==> config.mk <==
export PLATFORM = sky130hd
export DESIGN_NAME = lsu
export DESIGN_NICKNAME = d
export VERILOG_FILES = /design/src/rtl/lsu.sv
export SDC_FILE = /design/constraint.sdc
export NUM_CORES = 1
export LEC_CHECK = 0
export BUFFER_PORTS_ARGS = -buffer_cell sky130_fd_sc_hd__buf_2
export CAP_MARGIN = 25
export CORE_MARGIN = 1.5
export CORE_UTILIZATION = 45
export DETAILED_ROUTE_END_ITERATION = 10
export GPL_TIMING_DRIVEN = 0
export HOLD_SLACK_MARGIN = 0.02
export PLACE_DENSITY = 0.74
export REMOVE_ABC_BUFFERS = 1
export SYNTH_ARGS = -nofsm -noshare
export SYNTH_HDL_FRONTEND = slang
export SYNTH_SLANG_ARGS = --single-unit
==> constraint.sdc <==
create_clock -name clk -period 4.05 [get_ports clk]
set_input_delay 0.405 -clock clk [delete_from_list [all_inputs] [get_ports clk]]
set_output_delay 0.405 -clock clk [all_outputs]
set_load 0.1 [all_outputs]
==> src/rtl/lsu.sv <==
// RV32I load/store unit: req/gnt/rvalid handshake to data memory, store lane
// alignment, load extraction with sign/zero extension, timeout abort.
module lsu #(
    parameter int unsigned TIMEOUT_CYCLES = 255
) (
    input  logic        clk,
    input  logic        rst,
    input  logic        req_valid_i,
    input  logic        req_we_i,
    input  logic [2:0]  req_func3_i,
    input  logic [31:0] req_addr_i,
    input  logic [31:0] req_wdata_i,
    input  logic [4:0]  req_rd_addr_i,
    output logic        hold_flag_o,
    output logic [4:0]  rd_addr_o,
    output logic [31:0] rd_data_o,
    output logic        rd_wen_o,
    output logic        err_o,
    output logic        mem_req_o,
    output logic        mem_we_o,
    output logic [31:0] mem_addr_o,
    output logic [3:0]  mem_wmask_o,
    output logic [31:0] mem_wdata_o,
    input  logic        mem_gnt_i,
    input  logic        mem_rvalid_i,
    input  logic [31:0] mem_rdata_i
);

    localparam int unsigned CNT_W = 16;

    typedef enum logic [1:0] {IDLE, REQ, WAIT, DONE} state_t;

    state_t             state_q, state_d;
    logic               we_q;
    logic [2:0]         func3_q;
    logic [1:0]         addr_lo_q;
    logic [4:0]         rd_q;
    logic [CNT_W-1:0]   cnt_q;

    logic               bad_c;
    logic               timeout_c;
    logic               done_ok_c;
    logic               done_err_c;
    logic [31:0]        lane_wdata_c;
    logic [3:0]         lane_wmask_c;
    logic [31:0]        load_c;
    logic [31:0]        byte_sh_c;
    logic [31:0]        half_sh_c;

    // Illegal func3 or misaligned address for the requested access size
    always_comb begin
        bad_c = (req_func3_i == 3'b011) || (req_func3_i[2:1] == 2'b11)
             || (req_we_i && req_func3_i[2])
             || ((req_func3_i[1:0] == 2'b01) && req_addr_i[0])
             || ((req_func3_i[1:0] == 2'b10) && (req_addr_i[1:0] != 2'b00));
    end

    assign timeout_c = (TIMEOUT_CYCLES != 0)
                    && ((32'(cnt_q) + 32'd1) >= TIMEOUT_CYCLES);

    assign hold_flag_o = ((state_q == IDLE) && req_valid_i)
                      || (state_q == REQ) || (state_q == WAIT);

    // Next-state logic; response or grant wins over a coincident timeout
    always_comb begin
        state_d    = state_q;
        done_ok_c  = 1'b0;
        done_err_c = 1'b0;
        case (state_q)
            IDLE: begin
                if (req_valid_i) begin
                    if (bad_c) begin
                        state_d    = DONE;
                        done_err_c = 1'b1;
                    end else begin
                        state_d = REQ;
                    end
                end
            end
            REQ: begin
                if (mem_gnt_i) begin
                    state_d = WAIT;
                end else if (timeout_c) begin
                    state_d    = DONE;
                    done_err_c = 1'b1;
                end
            end
            WAIT: begin
                if (mem_rvalid_i) begin
                    state_d   = DONE;
                    done_ok_c = 1'b1;
                end else if (timeout_c) begin
                    state_d    = DONE;
                    done_err_c = 1'b1;
                end
            end
            default: state_d = IDLE;
        endcase
    end

    // Store byte-lane replication and write mask
    always_comb begin
        case (req_func3_i[1:0])
            2'b00: begin
                lane_wdata_c = {4{req_wdata_i[7:0]}};
                lane_wmask_c = 4'b0001 << req_addr_i[1:0];
            end
            2'b01: begin
                lane_wdata_c = {2{req_wdata_i[15:0]}};
                lane_wmask_c = 4'b0011 << {req_addr_i[1], 1'b0};
            end
            default: begin
                lane_wdata_c = req_wdata_i;
                lane_wmask_c = 4'b1111;
            end
        endcase
    end

    // Load extraction and extension
    always_comb begin
        byte_sh_c = mem_rdata_i >> {addr_lo_q, 3'b000};
        half_sh_c = mem_rdata_i >> {addr_lo_q[1], 4'b0000};
        case (func3_q)
            3'b000:  load_c = {{24{byte_sh_c[7]}}, byte_sh_c[7:0]};
            3'b001:  load_c = {{16{half_sh_c[15]}}, half_sh_c[15:0]};
            3'b100:  load_c = {24'h0, byte_sh_c[7:0]};
            3'b101:  load_c = {16'h0, half_sh_c[15:0]};
            default: load_c = mem_rdata_i;
        endcase
    end

    always_ff @(posedge clk) begin
        if (rst) begin
            state_q     <= IDLE;
            we_q        <= 1'b0;
            func3_q     <= 3'b000;
            addr_lo_q   <= 2'b00;
            rd_q        <= 5'd0;
            cnt_q       <= '0;
            mem_req_o   <= 1'b0;
            mem_we_o    <= 1'b0;
            mem_addr_o  <= 32'h0;
            mem_wmask_o <= 4'h0;
            mem_wdata_o <= 32'h0;
            rd_wen_o    <= 1'b0;
            rd_addr_o   <= 5'd0;
            rd_data_o   <= 32'h0;
            err_o       <= 1'b0;
        end else begin
            state_q <= state_d;
            cnt_q   <= ((state_q == REQ) || (state_q == WAIT)) ? cnt_q + CNT_W'(1) : '0;
            if ((state_q == IDLE) && req_valid_i) begin
                we_q      <= req_we_i;
                func3_q   <= req_func3_i;
                addr_lo_q <= req_addr_i[1:0];
                rd_q      <= req_rd_addr_i;
                if (!bad_c) begin
                    mem_addr_o  <= {req_addr_i[31:2], 2'b00};
                    mem_wdata_o <= lane_wdata_c;
                    mem_wmask_o <= req_we_i ? lane_wmask_c : 4'h0;
                end
            end
            mem_req_o <= (state_d == REQ);
            mem_we_o  <= (state_d == REQ) && ((state_q == IDLE) ? req_we_i : we_q);
            err_o     <= done_err_c;
            rd_wen_o  <= done_ok_c && !we_q && (rd_q != 5'd0);
            if (done_ok_c && !we_q) begin
                rd_addr_o <= rd_q;
                rd_data_o <= load_c;
            end
        end
    end

endmodule

==> results.ini <==
[floorplan]
core.rowCount = 41
die_y_um = 118
die_area_um2 = 14000
ios = 220
core_area_um2 = 12800
initial_utilization_pct = 46.7
die-width_um = 118

[pwr]
leakage_nw = 3.33
powerDensity_nw_per_um2 = 703
peakVddDrop_mv = 0.378
seq_power_share_pct = 30.2
p_switching_mw = 2.49
pwr-share-clk_pct = 29.2
cellInternalPower_mw = 3.02
total_power_mw = 5.51
comb_power_share_pct = 40.6
netSwitchingFraction_pct = 45.1

[cells_and_area]
antenna_cells = 0
finalNonFillerCells = 1132
area_growth_pct = 31.4
nFillCells = 1196
fin_nets = 1064
drive_above_1_share_pct = 27.9

[routing]
num_vias = 5951
drc = 0
antenna_left = 0
met1Wirelength_um = 7130
drt_iter0_drc = 471
dr.max_layer_used = met4
wl_um = 16500
wl_per_cell_um = 14.5
viasPerCell = 5.26
drt-pass1-iter-count = 4
wl_met2_um = 8060
met3RoutedLength_um = 880

[timing]
holdWs_ns = 0.223
setup-tns-final_ns = 0
fmax_mhz = 375
setup_slack_ns = 1.38
final_hold_viol_count = 0
grt_setup_unrepaired = false
setup_viol = 0
clock_skew_ns = 0.00613
tightest_slew_ns = 1.02
max_slew_margin_pct = 32.1
fin_crit_sh_pct = 65.9
finalCriticalPeriod_ns = 2.67
slew_viol_final = 0

[run]
drv_cap = 0

[setup_path]
rr_endpoint = mem_wdata_o[13]
critPathRequiredTime_ns = 3.64
cp.arrival_ns = 2.26
endpoint_kind = primary output
endpoint = hold_flag_o
path_depth = 5
crit_family = simple AND/OR/NAND/NOR gates
rrSetupSlack_ns = 1.43
r2r_start = state_q[0]
startpoint = state_q[0]
critPathKind = reg2out
cp-start-kind = flip-flop
crit_chain = inv_1 -> ha_1 -> and2_1 -> or3_1 -> buf_2
crit_fanout = 14
cp_slowest_stage_delay_ns = 0.49
critPathSlowestCell = and2_1
reg2reg_depth = 7
worst-path-buf-inv = 2

[placed_design]
dp_hpwl_um = 11200
dp.cells = 1100
dp_slack_ns = 1.10
gp_congestion = 0.848
port_buffers = 217

[synthesis]
ys_seq_elements = 136
ys_warn_count = 0
synthTopCellsByArea = dfxtp_1 (46%), nand2_1 (12%), a21oi_1 (6.6%)
synthArstFlopShare_pct = 0
synth_top_area_share_pct = 45.6
syn_avg_cell_area_um2 = 7.86
ys_seq_area_share_pct = 45.6
synth_edf_count = 0
netlist.top_cell.by_area = dfxtp_1
syn_inst = 759
synth_common_cells = nand2_1 (191), dfxtp_1 (136), a21oi_1 (79), nor2_1 (74), clkbuf_1 (50)
syn_area_um2 = 5970
synth.most_common_cell = nand2_1
synth-main-ff-cell = dfxtp_1
synth_cell_types = 55

[global_route]
grt_pass1_vias = 5636
grt_max_degree = 87
gr-usage-all-layers_pct = 23.8
globalRouteOverflowTotal = 0
grt_antenna_before_repair = 0
grt_pass1_wl_um = 27200

[clock_network]
cts_tree = built
clock_latency_ns = 0.42
cts_buffers = 17
root_buffer = clkbuf_16
cts_setup_buffers = 0
htree_num_levels = 4
ctsResizeCount = 0
clk_pin_slew_ns = 0.06
cts.sinks = 136
holdBufCountCts = 0
cts_buffer_depth = 2

[run_status]
status = finished, final reports clean

[worst_hold_path]
worstHoldPathType = in2reg

## placed cells by master, fill, tap and decap left out, types with 3 or more instances in the layout
cell and n:
o21a_1 3, nand2_1 191, o31a_1 7, nor4_1 4, nor2b_1 4, a22oi_1 9, dfxtp_1 136, nor3_1 10
o21ai_0 27, clkbuf_16 17, clkinv_2 3, a211oi_1 34, nand4_1 3, o221ai_1 7, xor2_1 5, ha_1 7
buf_2 216, xnor2_1 8, clkinvlp_4 3, inv_1 16, a21oi_1 79, clkbuf_8 4, buf_16 3, mux2i_1 19
o211ai_1 9, a311oi_1 8, bufinv_16 3, nor2_1 72, nand3_1 7
## worst reg2reg max path: cells and delay by family (launching register included)
kind	cells	cell delay (ns)
adders and majority gates	1	0.27
AOI/OAI and AO/OA	1	0.22
buffers and inverters	2	0.43
and+or+nand+nor	3	1.28
DFF	1	0.34
## area by class of cell
cell class / count / area [um^2] / area share [%]
sequential: 136 / 2720 / 34.7
inverter: 16 / 60.1 / 0.766
tap: 172 / 215 / 2.74
clock inverter: 11 / 145 / 1.85
multi-input combinational: 553 / 3000 / 38.2
timing repair buffer: 223 / 1220 / 15.6
clock buffer: 21 / 480 / 6.13
## sequential cells by signal, summed over array words and instances (netlist names)
register,flops
mem_we_o,1
rd_q,5
rd_addr_o,5
we_q,1
addr_lo_q,2
mem_wmask_o,4
err_o,1
mem_addr_o,30
func3_q,3
state_q,2
rd_wen_o,1
mem_req_o,1
mem_wdata_o,32
cnt_q,16
rd_data_o,32
## logic make-up (layout without fill, tap and decap cells)
family | count (synthesis) | after routing | share of synthesized area, %
adders and majority gates | 7 | 7 | 1.47
AOI/OAI and AO/OA | 198 | 198 | 21.1
muxes | 21 | 21 | 3.56
xor gates and xnor gates | 13 | 13 | 1.91
other | 1 | 2 | 0.0628
buffers and inverters | 71 | 271 | 4.61
DFF | 136 | 136 | 45.6
and+or+nand+nor | 312 | 312 | 21.7
## power by group through the flow
stage	registers (mW)	clock network, mW	logic, mW
after floorplan	2.78	0	0.673
after global placement	1.70	0	2.18
after detailed placement	1.70	0	2.24
after CTS	1.67	1.64	2.25
after global routing	1.70	1.70	2.38
final	1.67	1.61	2.24
## metrics by stage
| stage | cell area, um^2 | util [%] |
|---|---|---|
| after global placement | 7060 | 55.3 |
| after global routing | 7840 | 61.4 |
| after floorplan | 5760 | - |
| after detailed placement | 7220 | 56.5 |
| final | 7840 | 61.4 |
| after CTS | 7840 | 61.4 |
## routing by layer
metal | global-route usage [%] | up-vias
met1 | 29.4 | 2761
met3 | 5.31 | 33
met2 | 39.8 | 169
li1 | - | 2988
met5 | 0 | -
met4 | 9.83 | 0
## how the worst min path moves through the flow
stage                                 from        endpoint  slack (ns)  cells past startpoint
final                     req_rd_addr_i[4]         rd_q[4]        0.22                      3
after global routing        req_addr_i[25]  mem_addr_o[25]        0.22                      3
after CTS                 req_rd_addr_i[4]         rd_q[4]        0.20                      3
after detailed placement    mem_addr_o[18]  mem_addr_o[18]        0.44                      2
after global placement        rd_data_o[0]    rd_data_o[0]        0.44                      2
after floorplan               addr_lo_q[0]    addr_lo_q[0]        0.43                      2
(Power assumes the default switching activity.)
